[src/rtl/vga_pkg.sv]
// Shared definitions for the reduced-resolution image path (loader and store).
package vga_pkg;
  localparam int DEF_REDUCED_PIXELS = 19;
  localparam int DEF_REDUCED_LINES  = 10;
  // 2^DEF_ADDR_W must cover DEF_REDUCED_PIXELS * DEF_REDUCED_LINES pixels
  localparam int DEF_ADDR_W         = 8;
  // VSYNC level during the sync pulse for 800x600@60
  localparam logic DEF_VS_ACTIVE    = 1'b1;

  // Pixel colour format RRRGGGBB
  localparam int PIXEL_W = 8;
  localparam int R_BITS  = 3;
  localparam int G_BITS  = 3;
  localparam int B_BITS  = 2;

  typedef enum logic [1:0] {
    ST_IDLE    = 2'd0,
    ST_LOAD    = 2'd1,
    ST_WAIT_VS = 2'd2
  } load_state_t;
endpackage

[src/rtl/image_loader_if.sv]
// Pixel stream in and store write bus out of the image loader.
// Handshake: a byte moves on a rising edge where IN_VALID and IN_READY are
// both 1; IN_VALID alone never moves data, and IN_DATA must hold while
// IN_VALID is high and IN_READY low. WR_EN is a one-cycle write strobe.
interface image_loader_if #(
  parameter int ADDR_W = vga_pkg::DEF_ADDR_W
);
  logic [7:0]      IN_DATA;
  logic            IN_VALID;
  logic            IN_READY;
  logic            WR_EN;
  logic [ADDR_W:0] WR_ADDR;
  logic [7:0]      WR_DATA;

  // Loader side
  modport slave (
    input  IN_DATA, IN_VALID,
    output IN_READY, WR_EN, WR_ADDR, WR_DATA
  );

  // Source / store side
  modport master (
    output IN_DATA, IN_VALID,
    input  IN_READY, WR_EN, WR_ADDR, WR_DATA
  );
endinterface

[src/rtl/image_loader_vsync_edge.sv]
// VSYNC register plus active-edge detect; polarity set by VS_ACTIVE.
module vsync_edge #(
  parameter logic VS_ACTIVE = 1'b1
) (
  input  logic clk,
  input  logic rst_n,
  input  logic vsync,
  output logic sync_edge
);
  logic vs_q;
  logic vs_d;

  // Next value of the delayed VSYNC is simply the current input
  always_comb begin
    vs_d = vsync;
  end

  // Delay register starts inactive so a sync already active at reset
  // release is reported as an edge
  always_ff @(posedge clk or negedge rst_n) begin
    if (!rst_n) vs_q <= ~VS_ACTIVE;
    else        vs_q <= vs_d;
  end

  assign sync_edge = (vsync == VS_ACTIVE) && (vs_q != VS_ACTIVE);
endmodule

[src/rtl/image_loader.sv]
// Fills the back bank of a two-bank image store with one frame from a
// valid/ready byte stream, then flips the displayed bank on the next VSYNC.
module image_loader
  import vga_pkg::*;
#(
  parameter int   reduced_pixels = DEF_REDUCED_PIXELS,
  parameter int   reduced_lines  = DEF_REDUCED_LINES,
  parameter int   ADDR_W         = DEF_ADDR_W,
  parameter logic VS_ACTIVE      = DEF_VS_ACTIVE
) (
  input  logic                CLK,
  input  logic                RESET_N,
  input  logic                START,
  input  logic                VSYNC,
  image_loader_if.slave       bus,
  output logic                DISP_BANK,
  output logic                BUSY,
  output logic                DONE,
  output load_state_t         DBG_STATE
);
  localparam int X_W = (reduced_pixels > 1) ? $clog2(reduced_pixels) : 1;
  localparam int Y_W = (reduced_lines  > 1) ? $clog2(reduced_lines)  : 1;
  localparam logic [X_W-1:0] X_LAST = X_W'(reduced_pixels - 1);
  localparam logic [Y_W-1:0] Y_LAST = Y_W'(reduced_lines - 1);

  load_state_t     state_q, state_d;
  logic [X_W-1:0]  x_q, x_d;
  logic [Y_W-1:0]  y_q, y_d;
  logic [ADDR_W-1:0] idx_q, idx_d;
  logic            in_ready_q, in_ready_d;
  logic            wr_en_q, wr_en_d;
  logic [ADDR_W:0] wr_addr_q, wr_addr_d;
  logic [7:0]      wr_data_q, wr_data_d;
  logic            disp_bank_q, disp_bank_d;
  logic            busy_q, busy_d;
  logic            done_q, done_d;
  logic            sync_edge;
  logic            last_px;

  vsync_edge #(.VS_ACTIVE(VS_ACTIVE)) u_vsync_edge (
    .clk       (CLK),
    .rst_n     (RESET_N),
    .vsync     (VSYNC),
    .sync_edge (sync_edge)
  );

  assign last_px = (x_q == X_LAST) && (y_q == Y_LAST);

  // Next-state, counters and registered outputs
  always_comb begin
    state_d     = state_q;
    x_d         = x_q;
    y_d         = y_q;
    idx_d       = idx_q;
    in_ready_d  = in_ready_q;
    wr_en_d     = 1'b0;
    wr_addr_d   = wr_addr_q;
    wr_data_d   = wr_data_q;
    disp_bank_d = disp_bank_q;
    busy_d      = busy_q;
    done_d      = 1'b0;
    case (state_q)
      ST_IDLE: begin
        in_ready_d = 1'b0;
        if (START) begin
          state_d    = ST_LOAD;
          x_d        = '0;
          y_d        = '0;
          idx_d      = '0;
          busy_d     = 1'b1;
          in_ready_d = 1'b1;
        end
      end
      ST_LOAD: begin
        if (bus.IN_VALID && in_ready_q) begin
          wr_en_d   = 1'b1;
          wr_addr_d = {~disp_bank_q, idx_q};
          wr_data_d = bus.IN_DATA;
          if (last_px) begin
            // Counters hold at the last pixel so idx never passes the frame size
            in_ready_d = 1'b0;
            state_d    = ST_WAIT_VS;
          end else begin
            idx_d = idx_q + ADDR_W'(1);
            if (x_q == X_LAST) begin
              x_d = '0;
              y_d = y_q + Y_W'(1);
            end else begin
              x_d = x_q + X_W'(1);
            end
          end
        end
      end
      ST_WAIT_VS: begin
        // The final write strobe is already registered before any flip here
        in_ready_d = 1'b0;
        if (sync_edge) begin
          disp_bank_d = ~disp_bank_q;
          done_d      = 1'b1;
          busy_d      = 1'b0;
          state_d     = ST_IDLE;
        end
      end
      default: state_d = ST_IDLE;
    endcase
  end

  // State and output registers
  always_ff @(posedge CLK or negedge RESET_N) begin
    if (!RESET_N) begin
      state_q     <= ST_IDLE;
      x_q         <= '0;
      y_q         <= '0;
      idx_q       <= '0;
      in_ready_q  <= 1'b0;
      wr_en_q     <= 1'b0;
      wr_addr_q   <= '0;
      wr_data_q   <= '0;
      disp_bank_q <= 1'b0;
      busy_q      <= 1'b0;
      done_q      <= 1'b0;
    end else begin
      state_q     <= state_d;
      x_q         <= x_d;
      y_q         <= y_d;
      idx_q       <= idx_d;
      in_ready_q  <= in_ready_d;
      wr_en_q     <= wr_en_d;
      wr_addr_q   <= wr_addr_d;
      wr_data_q   <= wr_data_d;
      disp_bank_q <= disp_bank_d;
      busy_q      <= busy_d;
      done_q      <= done_d;
    end
  end

  assign bus.IN_READY = in_ready_q;
  assign bus.WR_EN    = wr_en_q;
  assign bus.WR_ADDR  = wr_addr_q;
  assign bus.WR_DATA  = wr_data_q;
  assign DISP_BANK    = disp_bank_q;
  assign BUSY         = busy_q;
  assign DONE         = done_q;
  assign DBG_STATE    = state_q;
endmodule

[src/flat_wrapper.sv]
// flat-port wrapper written by rule: the top's interface ports become plain ports
module image_loader_flat import vga_pkg::*;
#(
  parameter int   reduced_pixels = DEF_REDUCED_PIXELS,
  parameter int   reduced_lines  = DEF_REDUCED_LINES,
  parameter int   ADDR_W         = DEF_ADDR_W,
  parameter logic VS_ACTIVE      = DEF_VS_ACTIVE
)
  (CLK, RESET_N, START, VSYNC, DISP_BANK, BUSY, DONE, DBG_STATE, bus_IN_DATA, bus_IN_VALID, bus_IN_READY, bus_WR_EN, bus_WR_ADDR, bus_WR_DATA);
  image_loader_if #(.ADDR_W(ADDR_W)) bus_i ();
  input  logic CLK;
  input  logic RESET_N;
  input  logic START;
  input  logic VSYNC;
  output logic DISP_BANK;
  output logic BUSY;
  output logic DONE;
  output load_state_t DBG_STATE;
  input wire logic [$bits(bus_i.IN_DATA)-1:0] bus_IN_DATA;
  input wire logic [$bits(bus_i.IN_VALID)-1:0] bus_IN_VALID;
  output wire logic [$bits(bus_i.IN_READY)-1:0] bus_IN_READY;
  output wire logic [$bits(bus_i.WR_EN)-1:0] bus_WR_EN;
  output wire logic [$bits(bus_i.WR_ADDR)-1:0] bus_WR_ADDR;
  output wire logic [$bits(bus_i.WR_DATA)-1:0] bus_WR_DATA;
  assign bus_i.IN_DATA = bus_IN_DATA;
  assign bus_i.IN_VALID = bus_IN_VALID;
  assign bus_IN_READY = bus_i.IN_READY;
  assign bus_WR_EN = bus_i.WR_EN;
  assign bus_WR_ADDR = bus_i.WR_ADDR;
  assign bus_WR_DATA = bus_i.WR_DATA;
  image_loader #(.reduced_pixels(reduced_pixels), .reduced_lines(reduced_lines), .ADDR_W(ADDR_W), .VS_ACTIVE(VS_ACTIVE)) u_core (.CLK(CLK), .RESET_N(RESET_N), .START(START), .VSYNC(VSYNC), .bus(bus_i), .DISP_BANK(DISP_BANK), .BUSY(BUSY), .DONE(DONE), .DBG_STATE(DBG_STATE));
endmodule
[config.mk]
export PLATFORM = sky130hd
export DESIGN_NAME = image_loader_flat
export DESIGN_NICKNAME = d
export VERILOG_FILES = /design/src/rtl/vga_pkg.sv /design/src/rtl/image_loader_if.sv /design/src/rtl/image_loader_vsync_edge.sv /design/src/rtl/image_loader.sv /design/src/flat_wrapper.sv
export SDC_FILE = /design/constraint.sdc
export NUM_CORES = 1
export LEC_CHECK = 0
export BUFFER_PORTS_ARGS = -buffer_cell sky130_fd_sc_hd__buf_4
export CORE_AREA = 2 2 64 66
export CTS_CLUSTER_SIZE = 40
export DETAILED_ROUTE_END_ITERATION = 10
export DIE_AREA = 0 0 66 68
export PLACE_DENSITY = 0.77
export SYNTH_ARGS = -nofsm -noshare
export SYNTH_HDL_FRONTEND = slang
export SYNTH_SLANG_ARGS = --single-unit
[constraint.sdc]
create_clock -name CLK -period 5.1 [get_ports CLK]
set_input_delay 0.255 -clock CLK [delete_from_list [all_inputs] [get_ports CLK]]
set_output_delay 0.255 -clock CLK [all_outputs]
set_load 0.01 [all_outputs]
### Word-level counts from Yosys, hierarchy flattened

Index checks and enable logic that the tools add are counted.

* word-level logic and storage cells: 71
* bits in registers: 42
* input bits: 13
* output and inout bits: 24

* multiplexer cells: 30
* eq/ne operators: 10
* bitwise gates (word level): 2
* $add $sub $neg: 3
* reductions and logical operators: 14

Operators by type and width (count)
* 2-to-1 mux 8 bit: 3
* 2-to-1 mux 5 bit: 4
* 2-to-1 mux 4 bit: 4
* one-hot mux 8 bit (2 select lines): 1
* one-hot mux 5 bit (2 select lines): 1
* 2-to-1 mux 1 bit: 9
* adder 8 x 1 -> 8 bit, second input constant: 1
* 2-to-1 mux 2 bit: 4
* inequality test 2 x 1 -> 1 bit, second input constant: 4
* one-hot mux 4 bit (2 select lines): 1
* AND reduction 4 bit: 2
* one-hot mux 2 bit (3 select lines): 1
* AND reduction 3 bit: 2
* adder 5 x 1 -> 5 bit, second input constant: 1
* == test 5 bit, second input constant: 1
* AND reduction 5 bit: 1
* adder 4 x 1 -> 4 bit, second input constant: 1
* == test 4 bit, second input constant: 1
* inequality test 2 bit, second input constant: 2
* AND reduction 2 bit: 2
* nonzero test 2 bit: 2
* logical AND 1 bit: 3
* one-hot mux 1 bit (3 select lines): 1
* nonzero test 3 bit: 1
* other kinds (5): 6

### Depth between registers and ports, before layout

* depth in word-level cells: 5
* gate-level depth with buffers: 8
* mapped depth without buffers: 6

### By module

From an unflattened synthesis, not the netlist that was laid out.

* cell total of the unflattened synthesis: 186
* area, all modules: 2045.7 um^2

By module, submodules not included
* image_loader: area each 2006.9 um^2, seq. area each 1026.0 um^2, times used 1, cells an instance 184
* vsync_edge: area each 38.8 um^2, seq. area each 25.0 um^2, times used 1, cells an instance 2

### Worst setup path before layout

OpenSTA, ideal clock, no wires.

* path kind: register -> register
* from: register u_core.state_q[0], in the netlist u_core.DBG_STATE[0]
* to: register u_core.y_q[0]
* library setup time: 0.125 ns
* path buffers: 1
* data required time: 4.975 ns
* slack: 3.130 ns
* clock period less this slack: 1.970 ns
* stages on the path, launching flop included: 8
* arrival time: 1.845 ns
* cells stage by stage: dfrtp_1 -> inv_1 -> ha_1 -> mux2i_1 -> a21o_1 -> buf_6 -> a21oi_1 -> mux2_2

* longest elaborated chain between the ends: 3
* elaborated cells between the ends (all ways): 9
* those cells by class: 5 x eq/ne; 1 x mux; 3 x reduce/logical

Ends and longest elaborated chain
* start, declared: line image_loader.sv:26 `load_state_t state_q, state_d;`
* start signal, assigned: line image_loader.sv:123 `state_q <= state_d;`
* == test 2 x 1 -> 1 bit or zero test 2 bit (tied branches): line image_loader.sv:62 `case (state_q)`
* inequality test 2 x 1 -> 1 bit (no source line), or another cell as far along
* AND reduction 5 bit (no source line)
* end signal, assigned: line image_loader.sv:125 `y_q <= y_d;`
* end, declared: line image_loader.sv:28 `logic [Y_W-1:0] y_q, y_d;`

Parallel ways exist; a longest one is shown, timed or not.
A chain may end at the register's enable or synchronous reset.

### Worst setup path in the final report

* from: register u_core.state_q[1], in the netlist u_core.DBG_STATE[1]
* to: register u_core.x_q[1]

* longest elaborated chain between the ends: 3
* elaborated cells between the ends (all ways): 8
* those cells by class: 4 x eq/ne; 1 x mux; 3 x reduce/logical

Ends and longest elaborated chain
* == test 2 x 1 -> 1 bit or zero test 2 bit (tied branches): line image_loader.sv:62
* inequality test 2 bit (no source line), or another cell as far along
* AND reduction 4 bit (no source line)
* end signal, assigned: line image_loader.sv:112 `x_q <= '0;`
* end signal, assigned: line image_loader.sv:124 `x_q <= x_d;`
* end, declared: line image_loader.sv:27 `logic [X_W-1:0] x_q, x_d;`

Parallel ways exist; a longest one is shown, timed or not.

==> flow_summary.yaml <==
timing:
  fin_tns_setup_ps: 0
  finalHoldViolations: 0
  final_max_slew_viol_count: 0
  final.hold.worst_slack_ps: 76.8
  part_of_the_cycle_the_worst_path_needs: 0.489
  timing.fmax_ghz: 0.401
  final_period_minus_worst_setup_slack_ps: 2500
  skew_ps: 6.26
  worst-slew-pin-transition_ps: 923
  grt_setup_unrepaired: "no"
  max_slew_headroom_at_the_worst_pin: 0.383
  setup_viol: 0
floorplan:
  core_sq_um: 3860
  floorplan.die_area_sq_um: 4490
  fp.dieH_um: 68
  placementRows: 23
  floorplan.die.width_um: 66
  floorplan.io_pins: 37
  initial_utilization: 0.522
critical_path:
  cp-start-kind: "flip-flop"
  critical_path.max_fanout: 21
  critPathArrivalTime_ps: 2710
  critical_path.endpoint_type: "flip-flop"
  worstSetupPathType: "flip-flop to flip-flop"
  required_time_at_the_worst_slack_endpoint_ps: 5310
detailed_routing:
  dr.pass1.iters: 4
  met2_length_mm: 1.72
  route.top_layer_used: "met4"
  wire_per_inst_um: 13.6
  wl_mm: 3.63
  routed-wl-met3_um: 130
  antenna_violating_nets_post_route: 0
  m1WireLength_mm: 1.74
  vias: 1448
  drt_iter0_markers: 75
  viasPerCell: 5.44
  route.detailed.drc: 0
placed_design:
  post-dp-hpwl_mm: 2.57
  gp_congestion: 0.798
  io_buffer_count: 36
  placed_area_sq_um: 2310
pwr:
  static-leakage-power_uw: 0.00117
  power_frac_comb: 0.349
  internal-power_uw: 677
  switching_power_uw: 351
  max-vdd-ir-drop_mv: 0.312
  sw_frac_of_total: 0.342
  power.density_nw_per_um2: 428
  clock_power_share: 0.201
  seqPwrFrac: 0.451
global_routing:
  antenna_found_initial: 0
  first_global_vias: 1285
  grt.overflow.total: 0
  gr_usage_total: 0.170
  wire_length_of_the_first_global_routing_pass_mm: 5.69
  grt_max_degree: 43
cells_and_area:
  area.growth.synth_to_final_pct: 19.5
  fillerInstances: 326
  antenna-diode-count: 0
  layout.nets: 237
  drive_above_1_share: 0.282
  final_core_utilization: 0.624
  final_area_sq_um: 2400
logic_synthesis:
  fraction_of_registers_with_async_set_or_reset_after_synthesis: 1.00
  synth_area_sq_um: 2010
  netlist_top_cells_area: "sky130_fd_sc_hd__dfrtp_1, sky130_fd_sc_hd__mux2_2, sky130_fd_sc_hd__ha_1"
  synthesized_netlist_net_count: 200
  synth_edf_count: 0
  yosysTopAreaCellShare: 0.522
  synth.avg_cell_area_sq_um: 11.3
  synthDominantAreaCellType: "sky130_fd_sc_hd__dfrtp_1"
  synth_seq_area_share: 0.522
  ys_seq_elements: 42
  synth.lib_cells_used.distinct: 38
  dominant_synthesized_flop_cell: "sky130_fd_sc_hd__dfrtp_1"
  synth_warnings: 0
  cell_count_after_synthesis: 178
clocking:
  worst_setup_hold_path_clk_slew_ps: 70
  cts_htree_levels: 2
  clk_latency_ps: 290
  cts_tree: "built"
  cts-buffers-inserted: 5
  post_cts_buffers: 0
  cts_root_buf: "sky130_fd_sc_hd__clkbuf_8"
  cts_max_path_buffers: 2
  cts.sink_count: 42
run:
  max_cap_violations: 0
hold_path:
  holdCritPathClass: "input pin to flip-flop"
outcome:
  outcome: "complete, no violations"
==> what timing repair did <==
item	4_1_cts	5_1_grt
hold buffers	1	0
resized for setup	0	0
hold endpoints to repair	42	0
==> kinds of logic after synthesis <==
family / share of synthesized area
flops: 0.522
compound gates: 0.118
buf+inv: 0.0330
simple gates: 0.137
fa+ha+maj: 0.0560
xor+xnor: 0.0131
mux: 0.121
==> area by class of cell <==
class                   instances  area (sq um)  share of cell area
multi-input cells             121           895               0.372
clock inverters                 2          13.8             0.00572
flip-flops and latches         42          1050               0.437
clock buffers                   6          72.6              0.0302
well taps                      50          62.6              0.0260
inverters                       8          30.0              0.0125
repair buffers                 37           280               0.117
==> power by group through the flow <==
stage / registers (uW) / clock network (uW) / logic (uW)
6_report: 463 / 206 / 359
5_1_grt: 475 / 228 / 396
4_1_cts: 463 / 211 / 363
3_5_place_dp: 470 / 0 / 362
3_3_place_gp: 467 / 0 / 355
2_1_floorplan: 486 / 0 / 204
==> flip-flops by register name, summed over array words and instances, names as in the netlist <==
name                      cells
u_core.BUSY                   1
u_core.DBG_STATE              2
u_core.DISP_BANK              1
u_core.DONE                   1
u_core.bus.IN_READY           1
u_core.bus.WR_ADDR            9
u_core.bus.WR_DATA            8
u_core.bus.WR_EN              1
u_core.idx_q                  8
u_core.u_vsync_edge.vs_q      1
u_core.x_q                    5
u_core.y_q                    4
==> final timing paths <==
kind / startpoint / endpoint / slack [ps] / cells past startpoint
max in group asynchronous: RESET_N / u_core.BUSY / 4270 / 2
min in group asynchronous: RESET_N / u_core.idx_q[3] / 480 / 2
hold / removal: VSYNC / u_core.u_vsync_edge.vs_q / 80 / 1
hold reg to reg: u_core.bus.WR_ADDR[8] / u_core.bus.WR_ADDR[8] / 490 / 2
setup / recovery: u_core.DBG_STATE[1] / u_core.x_q[1] / 2600 / 5
setup reg to reg: u_core.DBG_STATE[1] / u_core.x_q[1] / 2600 / 5
==> cell usage in the layout, fill, tap and decap left out, types with 2 or more instances in the layout <==
| cell | instances |
|---|---|
| sky130_fd_sc_hd__a211oi_1 | 3 |
| sky130_fd_sc_hd__a21boi_1 | 4 |
| sky130_fd_sc_hd__a21o_1 | 2 |
| sky130_fd_sc_hd__a21oi_1 | 5 |
| sky130_fd_sc_hd__and3_1 | 3 |
| sky130_fd_sc_hd__buf_4 | 36 |
| sky130_fd_sc_hd__clkbuf_8 | 5 |
| sky130_fd_sc_hd__dfrtp_1 | 42 |
| sky130_fd_sc_hd__ha_1 | 9 |
| sky130_fd_sc_hd__inv_1 | 8 |
| sky130_fd_sc_hd__mux2_2 | 18 |
| sky130_fd_sc_hd__mux2i_1 | 4 |
| sky130_fd_sc_hd__nand2_1 | 13 |
| sky130_fd_sc_hd__nand2b_1 | 3 |
| sky130_fd_sc_hd__nand3_1 | 6 |
| sky130_fd_sc_hd__nand4_1 | 3 |
| sky130_fd_sc_hd__nor2_1 | 6 |
| sky130_fd_sc_hd__nor2b_1 | 2 |
| sky130_fd_sc_hd__nor4_1 | 2 |
| sky130_fd_sc_hd__o21ai_0 | 12 |
| sky130_fd_sc_hd__o31ai_1 | 5 |
| sky130_fd_sc_hd__or4_1 | 5 |
| sky130_fd_sc_hd__xnor2_1 | 2 |
==> worst max-delay path: stages (launching register included) <==
cell and delay, ps:
sky130_fd_sc_hd__dfrtp_1 410, sky130_fd_sc_hd__inv_1 100, sky130_fd_sc_hd__ha_1 400, sky130_fd_sc_hd__nand3_1 740
sky130_fd_sc_hd__or3_1 610, sky130_fd_sc_hd__o21ai_0 160
==> stage by stage <==
step	setup slack [ps]	cells	power, uW
floorplan	3130	178	690
global placement	2660	257	822
detailed placement	2590	257	832
CTS	2580	266	1040
global route	2380	266	1100
finish	2600	266	1030
==> synth_stat cells (2+ instances only) <==
library cell and n:
sky130_fd_sc_hd__nor2b_1 2, sky130_fd_sc_hd__dfrtp_1 42, sky130_fd_sc_hd__nand3_1 6, sky130_fd_sc_hd__mux2_2 18, sky130_fd_sc_hd__o31ai_1 5, sky130_fd_sc_hd__nand2b_1 3
sky130_fd_sc_hd__nand4_1 3, sky130_fd_sc_hd__nand2_1 13, sky130_fd_sc_hd__mux2i_1 4, sky130_fd_sc_hd__a211oi_1 3, sky130_fd_sc_hd__buf_2 2, sky130_fd_sc_hd__and3_1 3
sky130_fd_sc_hd__nor4_1 2, sky130_fd_sc_hd__or4_1 5, sky130_fd_sc_hd__clkbuf_1 4, sky130_fd_sc_hd__ha_1 9, sky130_fd_sc_hd__a21boi_1 4, sky130_fd_sc_hd__a21o_1 2
sky130_fd_sc_hd__inv_1 8, sky130_fd_sc_hd__xnor2_1 2, sky130_fd_sc_hd__a21oi_1 5, sky130_fd_sc_hd__o21ai_0 12, sky130_fd_sc_hd__nor2_1 6
==> per-layer routing <==
layer	up-vias	track usage
met5	-	0
met4	0	0.0765
met3	4	0.0477
met2	21	0.265
met1	708	0.224
li1	715	-
Note: power is estimated with default switching activity, not from simulation.
